`config.mk`:
```
export PLATFORM = sky130hd
export DESIGN_NAME = gcd_operand_parser
export DESIGN_NICKNAME = d
export VERILOG_FILES = /design/src/rtl/gcd_operand_parser.sv
export SDC_FILE = /design/constraint.sdc
export NUM_CORES = 1
export LEC_CHECK = 0
export ABC_CLOCK_PERIOD_IN_PS = 5000
export CORE_UTILIZATION = 39
export DETAILED_ROUTE_END_ITERATION = 6
export DONT_BUFFER_PORTS = 1
export GPL_ROUTABILITY_DRIVEN = 0
export PLACE_DENSITY = 0.63
export SYNTH_ARGS = -nofsm -noshare
export SYNTH_HDL_FRONTEND = slang
export SYNTH_SLANG_ARGS = --single-unit
export TNS_END_PERCENT = 5
```
`constraint.sdc`:
```
create_clock -name clk -period 5 [get_ports clk]
set_clock_uncertainty 0.2 [all_clocks]
set_input_delay 0.5 -clock clk [delete_from_list [all_inputs] [get_ports clk]]
set_output_delay 0.5 -clock clk [all_outputs]
set_load 0.03 [all_outputs]
```
`src/rtl/gcd_operand_parser.sv`:
```
// Purpose : parse "<A><sep><B><eol>" ASCII-decimal operand pairs from UART RX bytes for the GCD core.
// Latency : op_valid / err are registered and appear the cycle after the terminating byte is sampled.
// Backpressure: none on rx (one byte per cycle accepted); while a pair is held, rx bytes are dropped until op_ack.
//
// Ports:
//   clk, rst          clock and synchronous active-low reset
//   rx_data/rx_valid  byte stream from UART RX (rx_valid is a 1-cycle strobe)
//   d1/d2             parsed operands A and B, frozen while op_valid=1
//   op_valid/op_ack   pair handshake; op_valid stays high until op_ack is sampled
//   err               1-cycle pulse on malformed, zero or overflowing operand
module gcd_operand_parser #(
  parameter int DATA_W = 16
) (
  input  logic              clk,
  input  logic              rst,
  input  logic [7:0]        rx_data,
  input  logic              rx_valid,
  output logic [DATA_W-1:0] d1,
  output logic [DATA_W-1:0] d2,
  output logic              op_valid,
  input  logic              op_ack,
  output logic              err
);

  typedef enum logic [1:0] {
    GET_A = 2'd0,
    GET_B = 2'd1,
    HOLD  = 2'd2
  } state_t;

  localparam int ACC_W = DATA_W + 4;

  state_t            state, state_nxt;
  logic [DATA_W-1:0] acc;
  logic [2:0]        ndig;
  logic              ovf;

  // Byte classification
  logic is_digit, is_sep, is_eol;
  assign is_digit = (rx_data >= 8'h30) && (rx_data <= 8'h39);
  assign is_sep   = (rx_data == 8'h20) || (rx_data == 8'h2C);
  assign is_eol   = (rx_data == 8'h0D) || (rx_data == 8'h0A);

  // acc*10 + digit; 4 extra bits hold the worst case (2^DATA_W-1)*10+9.
  // For bytes 0x30-0x39 the low nibble is exactly the digit value.
  logic [ACC_W-1:0] nxt;
  logic             nxt_ovf;
  assign nxt     = ({4'b0000, acc} * ACC_W'(10)) + ACC_W'(rx_data[3:0]);
  assign nxt_ovf = nxt > {4'b0000, {DATA_W{1'b1}}};

  logic op_ok;
  assign op_ok = (ndig != 3'd0) && !ovf && (acc != '0);

  // Action strobes decoded from state and the current byte
  logic act_accum, act_load_d1, act_load_d2, act_err, act_release;

  // State register
  always_ff @(posedge clk) begin
    if (!rst) state <= GET_A;
    else      state <= state_nxt;
  end

  // Next-state logic
  always_comb begin
    state_nxt = state;
    if (act_err)                       state_nxt = GET_A;
    else if (act_load_d1)              state_nxt = GET_B;
    else if (act_load_d2)              state_nxt = HOLD;
    else if (act_release)              state_nxt = GET_A;
  end

  // Output / action decode
  always_comb begin
    act_accum   = 1'b0;
    act_load_d1 = 1'b0;
    act_load_d2 = 1'b0;
    act_err     = 1'b0;
    act_release = 1'b0;
    unique case (state)
      GET_A: begin
        if (rx_valid) begin
          if (is_digit)                   act_accum   = 1'b1;
          else if (is_sep || is_eol) begin
            // Separators and blank lines before any digit are skipped
            if (ndig == 3'd0)             ;
            else if (is_sep && op_ok)     act_load_d1 = 1'b1;
            else                          act_err     = 1'b1;
          end
          else                            act_err     = 1'b1;
        end
      end
      GET_B: begin
        if (rx_valid) begin
          if (is_digit)                       act_accum   = 1'b1;
          else if (is_sep && ndig == 3'd0)    ;
          else if (is_eol && op_ok)           act_load_d2 = 1'b1;
          else                                act_err     = 1'b1;
        end
      end
      HOLD: begin
        // Bytes are dropped here, including one that coincides with op_ack
        if (op_ack) act_release = 1'b1;
      end
      default: ;
    endcase
  end

  // Datapath and registered outputs
  always_ff @(posedge clk) begin
    if (!rst) begin
      acc      <= '0;
      ndig     <= 3'd0;
      ovf      <= 1'b0;
      d1       <= '0;
      d2       <= '0;
      op_valid <= 1'b0;
      err      <= 1'b0;
    end else begin
      err <= act_err;

      if (act_accum) begin
        // On overflow acc keeps its last in-range value; ovf alone poisons the operand
        if (nxt_ovf) ovf <= 1'b1;
        else         acc <= nxt[DATA_W-1:0];
        if (ndig != 3'd7) ndig <= ndig + 3'd1;
      end

      if (act_load_d1 || act_load_d2 || act_err) begin
        acc  <= '0;
        ndig <= 3'd0;
        ovf  <= 1'b0;
      end

      if (act_load_d1) d1 <= acc;
      if (act_load_d2) begin
        d2       <= acc;
        op_valid <= 1'b1;
      end
      if (act_release) op_valid <= 1'b0;
    end
  end

endmodule

```
==> out/results.ini, run 1 <==
[outcome]
status=finished clean

[place]
dpl.cell_count=508
dp_hpwl_um=5940
portBuffers=0

[clock_tree]
post-cts-setup-buffers=0
cts_htree_levels=2
root_buffer=clkbuf_8
cts.repair.resized=0
clk-insertion-delay-late_ns=0.31
numCtsBuffers=5
clk_path_buf_depth=2
clock-sinks=56
cts_tree=built
hold_buffers=0
path_clk_slew_ns=0.10

[routing]
drt_iter0_drc=123
drt-pass1-iter-count=4
routed_wirelength_um=7900
antenna_left=0
viasPerCell=5.59
vias=2883
drc=0
wl_per_cell_um=15.3

[finish]
area_growth_pct=4.33
nNetsFinal=452
fin_util_pct=41.8
drive_above_1_share_pct=6.42
n_antenna_cell=0
final_cells=516

[power]
p_leak_uw=0.00187
power_density_nw_per_um2=192
p_sw_share_pct=23.0
p_int_uw=567
seqPwrFrac_pct=60.9
pwr-share-clk_pct=36.2
p_sw_uw=169
power_uw=736
ir_drop_mv=0.110
comb_power_share_pct=2.9

[sta]
relSlewSlack_pct=31.6
finalHoldViolCount=0
drv_slew=0
period_share_pct=82.4
min_period_ns=4.12
setup_viol_count_final=0
rsz0062_at_grt=no
whs_ns=0.0855
worst_pin_slew_ns=1.03
fmax_ghz=0.243
fin_tns_setup_ns=0

[global_route]
grt.total_usage_pct=16.6
grt_pass1_vias=2711
grt_max_degree=35
grt_overflow=0
grt_pass1_wl_um=13200
antenna_found_initial=0

[yosys]
synth_ff_type=dfxtp_1
ys_types=63
synth_seq_cells=56
synthArstFlopShare_pct=0
synth.top_cell.area_share_pct=30.6
yosysTopAreaCell=dfxtp_1
yosys_warnings=0
yosysMostFrequentCell=dfxtp_1
ys_top_cells_by_area=dfxtp_1 (31%), mux2i_1 (13%), ha_1 (12%)
netlist_instances=412
syn_area_per_cell_um2=8.90
syn_nets=460
ys_seq_area_share_pct=30.6
syn_area_um2=3670
synth_edf_count=0
yosys-top-cells-count=dfxtp_1 (56), nor2_1 (49), mux2i_1 (47), nand2_1 (47), ha_1 (34)

[hold_path]
hp-start=rst
hold_depth=2
hp-class=input pin to flop

[setup_path]
path_max_fanout=13
rr_startpoint=acc[1]
worstSetupStartpointType=flop
reg2regPathDepth=11
end_kind=flop
cp.required_ns=5.04
crit_start=acc[1]
crit_type=flop to flop
arrival_ns=4.16

[floorplanning]
dieArea_um2=9800
io_pins=46
die_x_um=99.0
start_util_pct=40.1
rows=35
core_area_um2=9150
die_h_um=99.0

[job]
drv_cap=0

cells in the final DEF, fill, tap and decap left out, types with 4 or more instances in the layout:
| master | Yosys | final |
|---|---|---|
| xor2_1 | 8 | 8 |
| o211ai_1 | 4 | 4 |
| nand4_1 | 7 | 7 |
| nor2_1 | 49 | 49 |
| nand2_1 | 47 | 47 |
| inv_1 | 7 | 7 |
| o21ai_0 | 10 | 10 |
| ha_1 | 34 | 34 |
| nor4_1 | 6 | 6 |
| a21oi_1 | 18 | 18 |
| xnor2_1 | 13 | 13 |
| nor3_1 | 4 | 4 |
| nor3b_1 | 4 | 4 |
| a21o_1 | 10 | 10 |
| nand3_1 | 9 | 9 |
| dfxtp_1 | 56 | 56 |
| mux2i_1 | 47 | 47 |
| nor2b_1 | 7 | 7 |
| clkbuf_8 | 0 | 6 |
registers in the layout (all words and copies together) (netlist names):
name and cells:
ovf 1, op_valid 1, acc 16, ndig 3
d1 16, state 2, err 1, d2 16
per-layer routing:
layer / GRT usage, % / vias up / wire length [um]
li1: - / 1461 / -
met1: 22.1 / 1367 / 3890
met2: 27.5 / 44 / 3640
met3: 3.12 / 11 / 280
met4: 4.82 / 0 / 91
met5: 0 / - / 0
power by group through the flow:
stage	Combinational [uW]	Sequential, uW	Clock, uW
finish	21.7	448	266
CTS	21.9	448	272
floorplan	19.3	458	0
detailed placement	21.8	458	0
global route	24.5	448	293
global placement	21.2	458	0
path summary, 6_finish.rpt:
kind / to / slack, ns
worst min register to register: ovf / 0.27
worst max-delay path: acc[7] / 0.88
worst min-delay path: state[0] / 0.09
worst max register to register: acc[7] / 0.88
through the flow:
| stage | worst slack (ns) | cell area (um2) |
|---|---|---|
| floorplan | 1.42 | 3670 |
| global placement | 1.06 | 3730 |
| detailed placement | 0.920 | 3730 |
| CTS | 0.897 | 3830 |
| global route | 0.570 | 3830 |
| finish | 0.878 | 3830 |
cell families (layout without fill, tap and decap cells):
group | after synthesis | in the layout | share of synthesized area, %
xor+xnor | 22 | 22 | 5.46
flops | 56 | 56 | 30.6
mux | 47 | 47 | 12.8
compound gates | 72 | 72 | 14.1
simple gates | 154 | 154 | 21.1
buf+inv | 25 | 18 | 3.31
fa+ha+maj | 36 | 36 | 12.7
worst max-delay path: stages, from the launching register on:
cell and delay, ns:
dfxtp_1 0.50, ha_1 0.29, ha_1 0.25, fa_1 0.46, a211oi_2 0.40, o21ai_2 0.16
a21oi_1 0.31, o21ai_1 0.12, a221oi_1 0.38, a21o_2 0.17, a21o_1 0.55, mux2i_1 0.26
final cells by class:
type | count | area (um2)
flip-flops and latches | 56 | 1120
well taps | 111 | 139
fillers | 892 | 5330
clock inverters | 2 | 13.8
repair buffers | 2 | 15.0
clock buffers | 6 | 82.6
multi-input cells | 331 | 2420
inverters | 8 | 30.0
(Power assumes the default switching activity.)
==> run 2, diff against run 1 <==
- ABC_CLOCK_PERIOD_IN_PS: 5000 -> 3700
- PLACE_DENSITY: 0.63 -> 0.65
- clock period: 5 -> 3.7 ns (I/O delays scaled with it)
==> run 2 against run 1 <==
  * The flow now finishes with violations (DRC)
  * Final cell count increased by 5.0%
  * Final area grew 6.0%
  * Sequential power is 35% higher
  * Sequential cell count stayed put
  * Maximum frequency up 17%
  * Worst hold slack worse by 0.050 ns
  * Largest cell class unchanged
  * Largest power group unchanged
  * Highest routed layer unchanged
==> out/results.ini, run 2 (same netlist as run 1, synthesis figures left out) <==
[place]
dpl_worst_slack_ns=-0.143  ; -1.06 ns
dp_hpwl_um=6380  ; +7.5%
portBuffers=0  ; unchanged
place_area_um2=3920  ; +5.0%
dpl.cell_count=533  ; +4.9%

[setup_path]
worstSetupStartpointType=flop
path_max_fanout=13  ; unchanged
arrival_ns=3.55  ; -0.61 ns
ff2ff_setup_slack_ns=0.18  ; -0.70 ns
crit_start=acc[1]
rr_startpoint=acc[1]
end_kind=flop
crit_type=flop to flop
cp.required_ns=3.73  ; -1.31 ns

[power]
ir_drop_mv=0.234  ; +110%
comb_power_share_pct=3.3  ; +0.4 points
seqPwrFrac_pct=61.4  ; +0.5 points
p_leak_uw=0.00200  ; +6.8%
p_sw_uw=217  ; +29%
pwr-share-clk_pct=35.2  ; -1.0 points
p_int_uw=767  ; +35%
p_sw_share_pct=22.1  ; -0.90 points
power_density_nw_per_um2=243  ; +26%

[sta]
period_share_pct=95.2  ; +13 points
finalHoldViolCount=0  ; unchanged
worst_pin_slew_ns=0.575  ; -0.451 ns
whs_ns=0.0354  ; -0.0502 ns
rsz0062_at_grt=yes
drv_slew=0  ; unchanged
worst_slack_ns=0.177  ; -0.701 ns
fmax_ghz=0.284  ; +17%
relSlewSlack_pct=61.5  ; +30 points
setup_viol_count_final=0  ; unchanged
min_period_ns=3.52  ; -0.599 ns
fin_tns_setup_ns=0  ; unchanged

[routing]
wl_per_cell_um=14.9  ; -2.8%
drt_iter0_drc=88  ; -28%
vias=2975  ; +3.2%
drt-pass1-iter-count=6  ; +2
viasPerCell=5.49  ; -1.8%
routed_wirelength_um=8070  ; +2.1%
antenna_left=0  ; unchanged
drc=2  ; +2

[clock_tree]
clk_path_buf_depth=2  ; unchanged
post-cts-setup-buffers=0  ; unchanged
cts_htree_levels=2  ; unchanged
numCtsBuffers=5  ; unchanged
path_clk_slew_ns=0.09  ; about the same
clk-insertion-delay-late_ns=0.31  ; about the same
root_buffer=clkbuf_8
clock-sinks=56  ; unchanged
cts_tree=built

[outcome]
violations=DRC
status=complete, but fails checks

[finish]
n_antenna_cell=0  ; unchanged
area_growth_pct=10.5
reg_top3=acc x16, d1 x16, d2 x16
seqCellArea_um2=1120  ; +0.11%
nNetsFinal=478  ; +5.8%
final_cell_mix=dfxtp_1 (55), nor2_1 (49), nand2_1 (47)
multi_input_area_um2=2460  ; +1.3%
final_area_um2=4050  ; +6.0%
fillCellCount=883  ; -1.0%
drive_above_1_share_pct=13.5  ; +7.0 points
layout_commonest_cell=dfxtp_1
final_cells=542  ; +5.0%

[global_route]
grt_pass1_wl_um=13700  ; +3.8%
grt.total_usage_pct=17.1  ; +0.50 points
grt_overflow=0  ; unchanged
antenna_found_initial=0  ; unchanged
grt_pass1_vias=2916  ; +7.6%
grt_max_degree=33  ; -5.7%

[hold_path]
hp-start=rx_data[0]
hp-class=input pin to flop

[job]
drv_cap=0  ; unchanged

[floorplanning]
die_x_um=99.0  ; unchanged
die_h_um=99.0  ; unchanged
rows=35  ; unchanged
core_area_um2=9150  ; unchanged
io_pins=46  ; unchanged
start_util_pct=40.1  ; unchanged
dieArea_um2=9800  ; unchanged

[run 2: final timing paths]
kind | endpoint | cells after the start
min reg2reg | ovf | 2
max | acc[7] | 11
max reg2reg | acc[7] | 11
min | acc[0] | 2
[run 2: power by group through the flow]
stage | registers [uW] | logic [uW] | clock network (uW)
5_1_grt | 605 | 36.8 | 384
6_report | 605 | 32.8 | 347
4_1_cts | 605 | 33.2 | 352
3_5_place_dp | 619 | 32.2 | 0
2_1_floorplan | 619 | 26.0 | 0
3_3_place_gp | 619 | 31.4 | 0
[run 2: repair_timing]
action	CTS	global route
hold buffers	1	0
endpoints found under the setup margin	13	16
hold endpoints to repair	1	0
gates resized for setup	1	8
pin swaps	0	2
[run 2: routing by layer]
layer	share of wire (%)	global-route usage, %	vias up	wire length [um]
met5	0	0	-	0
met4	1.8	4.71	0	149
met3	3.8	2.77	11	309
met2	48	30.0	50	3880
met1	46	21.7	1403	3740
li1	-	-	1511	-
[run 2: worst max-delay path: stages, from the launching register on]
cell and delay, ns:
dfxtp_1 0.32, ha_1 0.29, ha_1 0.25, fa_2 0.41, a211oi_4 0.29, o21ai_2 0.15, a311oi_2 0.28, nand3_2 0.14
nor4_4 0.32, a21o_2 0.20, a21o_2 0.38, mux2i_1 0.23
[run 2: final cells by class]
cell class                      count  area share (%)
Inverter                            8           0.741
Multi-Input combinational cell    331            60.6
Timing Repair Buffer               28            5.25
Clock buffer                        7            2.13
Tap cell                          111            3.43
Clock inverter                      1           0.185
Sequential cell                    56            27.7
[run 2: per-stage QoR]
| stage | total power (uW) | utilization [%] |
|---|---|---|
| 2_1_floorplan | 645 | - |
| 6_report | 985 | 44.3 |
| 3_3_place_gp | 650 | 42.8 |
| 5_1_grt | 1030 | 44.3 |
| 3_5_place_dp | 651 | 42.8 |
| 4_1_cts | 990 | 44.0 |
